**src/rtl/hist_serial_scheduler.sv**
```systemverilog
// Round-robin scheduler that frames one histogram word at a time onto a byte-wide
// valid/ready port: header, 8 data bytes LSB first, XOR checksum of the data bytes.
//
// state | meaning
// IDLE  | no frame in flight; grant the next requester when enabled
// HDR   | header byte presented
// DATA  | data byte byte_cnt presented
// CSUM  | checksum byte presented
module hist_serial_scheduler #(
  parameter int          NREQ     = 4,
  parameter logic [7:0]  HDR_BASE = 8'hA0
) (
  input  logic              clk50,
  input  logic              rstn,
  input  logic              enable,
  input  logic [NREQ-1:0]   req,
  input  logic [NREQ*64-1:0] hist_flat,
  output logic [NREQ-1:0]   gnt,
  output logic [7:0]        tx_data,
  output logic              tx_valid,
  input  logic              tx_ready,
  output logic              busy,
  output logic [15:0]       frame_count
);

  localparam int IW = (NREQ > 1) ? $clog2(NREQ) : 1;

  typedef enum logic [1:0] {S_IDLE, S_HDR, S_DATA, S_CSUM} state_e;

  state_e          state_q, state_d;
  logic [NREQ-1:0] gnt_q, gnt_d;
  logic [7:0]      tx_data_q, tx_data_d;
  logic            tx_valid_q, tx_valid_d;
  logic            busy_q, busy_d;
  logic [15:0]     frame_count_q, frame_count_d;
  logic [63:0]     shadow_q, shadow_d;
  logic [7:0]      csum_q, csum_d;
  logic [2:0]      byte_cnt_q, byte_cnt_d;
  logic [IW-1:0]   last_gnt_q, last_gnt_d;

  logic            found;
  logic [IW-1:0]   win, cand;
  logic [63:0]     win_word;
  logic [2:0]      next_cnt;
  logic            hs;

  // Search starts just after the previous winner so a held request cannot starve others.
  always_comb begin
    found = 1'b0;
    win   = '0;
    cand  = '0;
    for (int k = 1; k <= NREQ; k++) begin
      cand = IW'((int'(last_gnt_q) + k) % NREQ);
      if (!found && req[cand]) begin
        found = 1'b1;
        win   = cand;
      end
    end
  end

  always_comb begin
    win_word = '0;
    for (int i = 0; i < NREQ; i++) begin
      if (win == IW'(i)) win_word = hist_flat[i*64 +: 64];
    end
  end

  assign hs       = tx_valid_q && tx_ready;
  assign next_cnt = byte_cnt_q + 3'd1;

  always_comb begin
    state_d       = state_q;
    gnt_d         = '0;
    tx_data_d     = tx_data_q;
    tx_valid_d    = tx_valid_q;
    frame_count_d = frame_count_q;
    shadow_d      = shadow_q;
    csum_d        = csum_q;
    byte_cnt_d    = byte_cnt_q;
    last_gnt_d    = last_gnt_q;
    case (state_q)
      S_IDLE: begin
        if (enable && found) begin
          shadow_d   = win_word;
          gnt_d      = NREQ'(1) << win;
          last_gnt_d = win;
          tx_data_d  = HDR_BASE | 8'(win);
          tx_valid_d = 1'b1;
          csum_d     = 8'h00;
          state_d    = S_HDR;
        end
      end
      S_HDR: begin
        if (hs) begin
          state_d    = S_DATA;
          byte_cnt_d = 3'd0;
          tx_data_d  = shadow_q[7:0];
        end
      end
      S_DATA: begin
        if (hs) begin
          csum_d = csum_q ^ tx_data_q;
          if (byte_cnt_q != 3'd7) begin
            byte_cnt_d = next_cnt;
            tx_data_d  = shadow_q[{next_cnt, 3'b000} +: 8];
          end else begin
            state_d   = S_CSUM;
            tx_data_d = csum_q ^ tx_data_q;
          end
        end
      end
      S_CSUM: begin
        if (hs) begin
          tx_valid_d    = 1'b0;
          frame_count_d = frame_count_q + 16'd1;
          state_d       = S_IDLE;
        end
      end
      default: state_d = S_IDLE;
    endcase
    busy_d = (state_d != S_IDLE);
  end

  always_ff @(posedge clk50 or negedge rstn) begin
    if (!rstn) begin
      state_q       <= S_IDLE;
      gnt_q         <= '0;
      tx_data_q     <= 8'h00;
      tx_valid_q    <= 1'b0;
      busy_q        <= 1'b0;
      frame_count_q <= 16'h0000;
      shadow_q      <= 64'h0;
      csum_q        <= 8'h00;
      byte_cnt_q    <= 3'd0;
      last_gnt_q    <= IW'(NREQ - 1);
    end else begin
      state_q       <= state_d;
      gnt_q         <= gnt_d;
      tx_data_q     <= tx_data_d;
      tx_valid_q    <= tx_valid_d;
      busy_q        <= busy_d;
      frame_count_q <= frame_count_d;
      shadow_q      <= shadow_d;
      csum_q        <= csum_d;
      byte_cnt_q    <= byte_cnt_d;
      last_gnt_q    <= last_gnt_d;
    end
  end

  assign gnt         = gnt_q;
  assign tx_data     = tx_data_q;
  assign tx_valid    = tx_valid_q;
  assign busy        = busy_q;
  assign frame_count = frame_count_q;

endmodule

```
**config.mk**
```make
export PLATFORM = sky130hd
export DESIGN_NAME = hist_serial_scheduler
export DESIGN_NICKNAME = d
export VERILOG_FILES = /design/src/rtl/hist_serial_scheduler.sv
export SDC_FILE = /design/constraint.sdc
export NUM_CORES = 1
export LEC_CHECK = 0
export BUFFER_PORTS_ARGS = -buffer_cell sky130_fd_sc_hd__clkbuf_2
export CORE_ASPECT_RATIO = 1.2
export CORE_MARGIN = 10
export CORE_UTILIZATION = 55
export CTS_BUF_LIST = sky130_fd_sc_hd__clkbuf_2
export CTS_CLUSTER_SIZE = 24
export DETAILED_ROUTE_END_ITERATION = 10
export PLACE_DENSITY = 0.89
export SLEW_MARGIN = 20
export SYNTH_ARGS = -nofsm -noshare
export SYNTH_HDL_FRONTEND = slang
export SYNTH_SLANG_ARGS = --single-unit
```
**constraint.sdc**
```tcl
create_clock -name clk50 -period 3.1 [get_ports clk50]
set_input_delay 0.155 -clock clk50 [delete_from_list [all_inputs] [get_ports clk50]]
set_output_delay 0.155 -clock clk50 [all_outputs]
set_load 0.01 [all_outputs]
```
==> impl_metrics.csv, run 1 <==
group,metric,value,unit
run_status,run_status,"stopped before the end",
run_status,failed_stage,"clock tree synthesis (4_1_cts)",
run_status,stop_error,"[ERROR RSZ-0060] Max buffer count reached.",
synthesis,syn_inst,710,
synthesis,synth_cell_type_count,51,
synthesis,synthMuxAreaShare,32.3,%
synthesis,synth.most_common_cell,"mux2i_1",
clock_tree,cts_resized,0,
synthesis,syn_nets,981,
clock_tree,cts_buffers,9,
synthesis,synth_seq_cells,109,
placement,gp_congestion,0.915,
synthesis,syn_area,0.00727,mm^2
floorplan,ioPinCount,294,
synthesis,yosysTopAreaCell,"dfrtp_1",
synthesis,yosys.area_share.simple,11.5,%
clock_tree,hold_buffers,230,
clock_tree,cts_buffer_depth,2,
synthesis,postSynthAreaPerCell,10.2,um^2
synthesis,async_flop_share,100,%
floorplan,dieHeight,146,um
floorplan,initial_core_util,56.9,%
clock_tree,cts_num_sinks,109,
synthesis,synth_xor_area_share,1.81,%
synthesis,ys_warn_count,0,
placement,post-dp-hpwl,17900,um
synthesis,netlist.area_leader.share,36.8,%
placement,dp_slack,722,ps
synthesis,synthFlopType,"dfrtp_1",
synthesis,synth_top_family_by_area,"multiplexers",
placement,port_buffers,293,
floorplan,die_x,125,um
floorplan,rows,45,
clock_tree,post_cts_buffers,0,
synthesis,synth_commonest_cells,"mux2i_1, dfrtp_1, nand2_1, mux2_2, o21ai_1",
clock_tree,cts_max_level,3,
synthesis,synthAdderAreaFrac,1.20,%
synthesis,synth_compound_area_share,11.2,%
synthesis,yosysSeqAreaShare,37.5,%
synthesis,synth_area_leaders,"dfrtp_1, mux2i_1, mux2_2, nand2_1, mux4_2",
synthesis,synth_edf_count,0,
clock_tree,root_buffer,"clkbuf_2",
placement,placed_cell_area,0.00885,mm^2
==> logic make-up after synthesis <==
family	Yosys count
muxes	208
DFF	109
AOI/OAI and AO/OA	133
adders and majority gates	7
and+or+nand+nor	181
xor gates and xnor gates	15
buffers and inverters	57
==> metrics by stage <==
step,cells,hold WS (ps)
after floorplan,710,-141
after global placement,1129,215
after detailed placement,1129,218
==> run 2, diff against run 1 <==
--- a/config.mk
+++ b/config.mk
@@ -6,13 +6,10 @@
 export NUM_CORES = 1
 export LEC_CHECK = 0
 export BUFFER_PORTS_ARGS = -buffer_cell sky130_fd_sc_hd__clkbuf_2
-export CORE_ASPECT_RATIO = 1.2
 export CORE_MARGIN = 10
-export CORE_UTILIZATION = 55
-export CTS_BUF_LIST = sky130_fd_sc_hd__clkbuf_2
-export CTS_CLUSTER_SIZE = 24
+export CORE_UTILIZATION = 40
 export DETAILED_ROUTE_END_ITERATION = 10
-export PLACE_DENSITY = 0.89
+export PLACE_DENSITY_LB_ADDON = 0.15
 export SLEW_MARGIN = 20
 export SYNTH_ARGS = -nofsm -noshare
 export SYNTH_HDL_FRONTEND = slang
==> impl_metrics.csv, run 2 <==
group,metric,value,unit
timing,finalSetupTns,0,ps
finish,area_growth,26.6,%
drt,vias_per_cell,5.08,
synthesis,netlist.area_leader.share,36.8,%
floorplan,initial_core_util,40.6,%
worst_setup_path,r2r-start,"state_q[1]",
pwr,p_leak,0.00466,uW
timing,drv_slew,0,
pwr,power_switching,3000,uW
clock_tree,cts_num_sinks,109,
min_path,min_delay_path_depth,4,
drt,drtIter0Drc,259,
synthesis,syn_nets,981,
clock_tree,cts_tree,"built",
pwr,pwr-share-clk,14.6,%
synthesis,yosysSeqAreaShare,37.5,%
clock_tree,cts_buffers,9,
placement,gp_congestion,0.815,
worst_setup_path,cp_max_fo,19,
finish,drive_gt1_share,41.8,%
timing,fmax,429,MHz
worst_setup_path,required,3360,ps
timing,min_period,2330,ps
worst_setup_path,end_kind,"flip-flop",
drt,ant_nets,0,
drt,vias,6143,
grt,gr-usage-all-layers,18.4,%
grt,grt_pass1_wl,35500,um
worst_setup_path,worst-setup-path-type,"reg -> reg",
worst_setup_path,cp-start-kind,"flip-flop",
finish,antennaDiodeCount,0,
synthesis,ys_warn_count,0,
placement,dp_slack,757,ps
drt,routedWlPerCell,18.6,um
worst_setup_path,arrival,2600,ps
drt,drt_wl_total,22500,um
synthesis,synth_cell_type_count,51,
floorplan,core_area,0.0179,mm^2
timing,setup_viol,0,
grt,grt_max_degree,103,
clock_tree,cts_buffer_depth,2,
synthesis,synth_commonest_cells,"mux2i_1, dfrtp_1, nand2_1, mux2_2, o21ai_1",
clock_tree,cts_max_level,3,
synthesis,synth_area_leaders,"dfrtp_1, mux2i_1, mux2_2, nand2_1, mux4_2",
floorplan,die_x,155,um
timing,rsz0062_at_grt,"false",
finish,largest_reg_flops,64,
clock_tree,path_clk_slew,70,ps
synthesis,yosysTopAreaCell,"dfrtp_1",
min_path,worstHoldEndpoint,"tx_valid",
grt,grt-ovfl-total,0,
timing,hold_violations,0,
timing,finalCritPeriodShare,75.3,%
finish,final_common_cell,"clkbuf_2",
floorplan,die_area,0.0240,mm^2
synthesis,synth.most_common_cell,"mux2i_1",
pwr,p_comb_share,52.7,%
synthesis,syn_area,0.00727,mm^2
floorplan,ioPinCount,294,
synthesis,syn_inst,710,
pwr,p_int,4510,uW
worst_setup_path,worstRegToRegCells,5,
drt,first_pass_iters,5,
clock_tree,post_cts_buffers,0,
job,maxCapViolCount,0,
clock_tree,root_buffer,"clkbuf_16",
synthesis,postSynthAreaPerCell,10.2,um^2
grt,grt_pass1_vias,6555,
pwr,peakVddDrop,423,uV
drt,drc_errors,0,
finish,final_cell_mix,"clkbuf_2, mux2i_1, dfrtp_1",
pwr,sw_frac_of_total,40.0,%
run_status,run_status,"complete, no violations",
synthesis,async_flop_share,100,%
finish,utilization,51.4,%
finish,finalNetCount,1247,
floorplan,rows,49,
placement,post-dp-hpwl,18300,um
timing,worst_pin_slew,791,ps
timing,slew_headroom,47.3,%
min_path,hp-class,"in -> reg",
worst_setup_path,r2r_slack,770,ps
synthesis,synthFlopType,"dfrtp_1",
floorplan,dieHeight,155,um
worst_setup_path,reg2reg_to,"shadow_q[2]",
finish,regMostFlops,"shadow_q",
grt,grt_antenna_before_repair,1,
synthesis,synth_edf_count,0,
timing,skew,7.04,ps
timing,final.setup.worst_slack,766,ps
pwr,p_per_area,816,mW/mm^2
min_path,hp-start,"tx_ready",
placement,port_buffers,293,
pwr,power_frac_seq,32.6,%
clock_tree,cts_resized,0,
synthesis,synth_seq_cells,109,
clock_tree,clock_latency,350,ps
==> run 2: cell counts after synthesis <==
No cell type changed its count.
==> run 2: cell type report <==
type / count / area [um^2]
clock buffer: 11 / 243
clock inverter: 5 / 35.0
fill: 1720 / 8690
inverter: 4 / 15.0
multi-input combinational: 544 / 4250
sequential: 109 / 2730
tap: 229 / 287
timing repair buffer: 308 / 1650
==> run 2: cells by family (layout without fill, tap and decap cells) <==
family | count (synthesis) | in the layout | synth area share (%)
and+or+nand+nor | 181 | 181 | 11.5
DFF | 109 | 109 | 37.5
adders and majority gates | 7 | 7 | 1.20
buffers and inverters | 57 | 328 | 4.40
muxes | 208 | 208 | 32.3
AOI/OAI and AO/OA | 133 | 133 | 11.2
xor gates and xnor gates | 15 | 15 | 1.81
==> run 2: stage by stage <==
stage,area (um^2),hold WS (ps),total power (uW),std cells
after global routing,9210,134,8080,1210
after detailed placement,8920,227,6480,1193
after global placement,8920,236,6430,1193
after CTS,9210,99.5,7610,1210
final,9210,118,7510,1210
after floorplan,7270,-141,5390,710
==> run 2: routing by layer <==
layer  vias up  global-route usage, %  part of all wire [%]
met4         2                   4.45                   1.3
met2       187                   30.8                    50
met1      2826                   23.2                    43
li1       3109                      -                     -
met5         -                      0                 0.058
met3        19                   4.69                   6.0
==> run 2: what timing repair did <==
item / CTS / global route
endpoints found under the setup margin: 0 / 0
hold buffers: 1 / 0
endpoints found under the hold margin: 46 / 0
==> run 2: critical path, stage by stage, from the launching register on <==
cell and delay [ps]:
dfrtp_1 410, inv_1 120, ha_1 340, and3_1 650
nand2b_1 430, o211ai_1 300
==> run 2: how the worst max path moves through the flow <==
| stage | start | endpoint | slack [ps] | cells after the start |
|---|---|---|---|---|
| after floorplan | byte_cnt_q[0] | tx_data[7] | 1030 | 7 |
| after global placement | state_q[1] | shadow_q[12] | 870 | 5 |
| after detailed placement | state_q[1] | shadow_q[2] | 760 | 5 |
| after CTS | state_q[1] | shadow_q[2] | 740 | 5 |
| after global routing | state_q[1] | shadow_q[11] | 530 | 5 |
| final | state_q[1] | shadow_q[2] | 770 | 5 |
==> run 2: power groups by stage <==
| stage | registers (uW) | clock network [uW] | logic [uW] |
|---|---|---|---|
| after floorplan | 2280 | 0 | 3110 |
| after global placement | 2460 | 0 | 3960 |
| after detailed placement | 2460 | 0 | 4010 |
| after CTS | 2450 | 1130 | 4020 |
| after global routing | 2510 | 1190 | 4390 |
| final | 2450 | 1100 | 3960 |
Power figures use the tool's default switching activity.
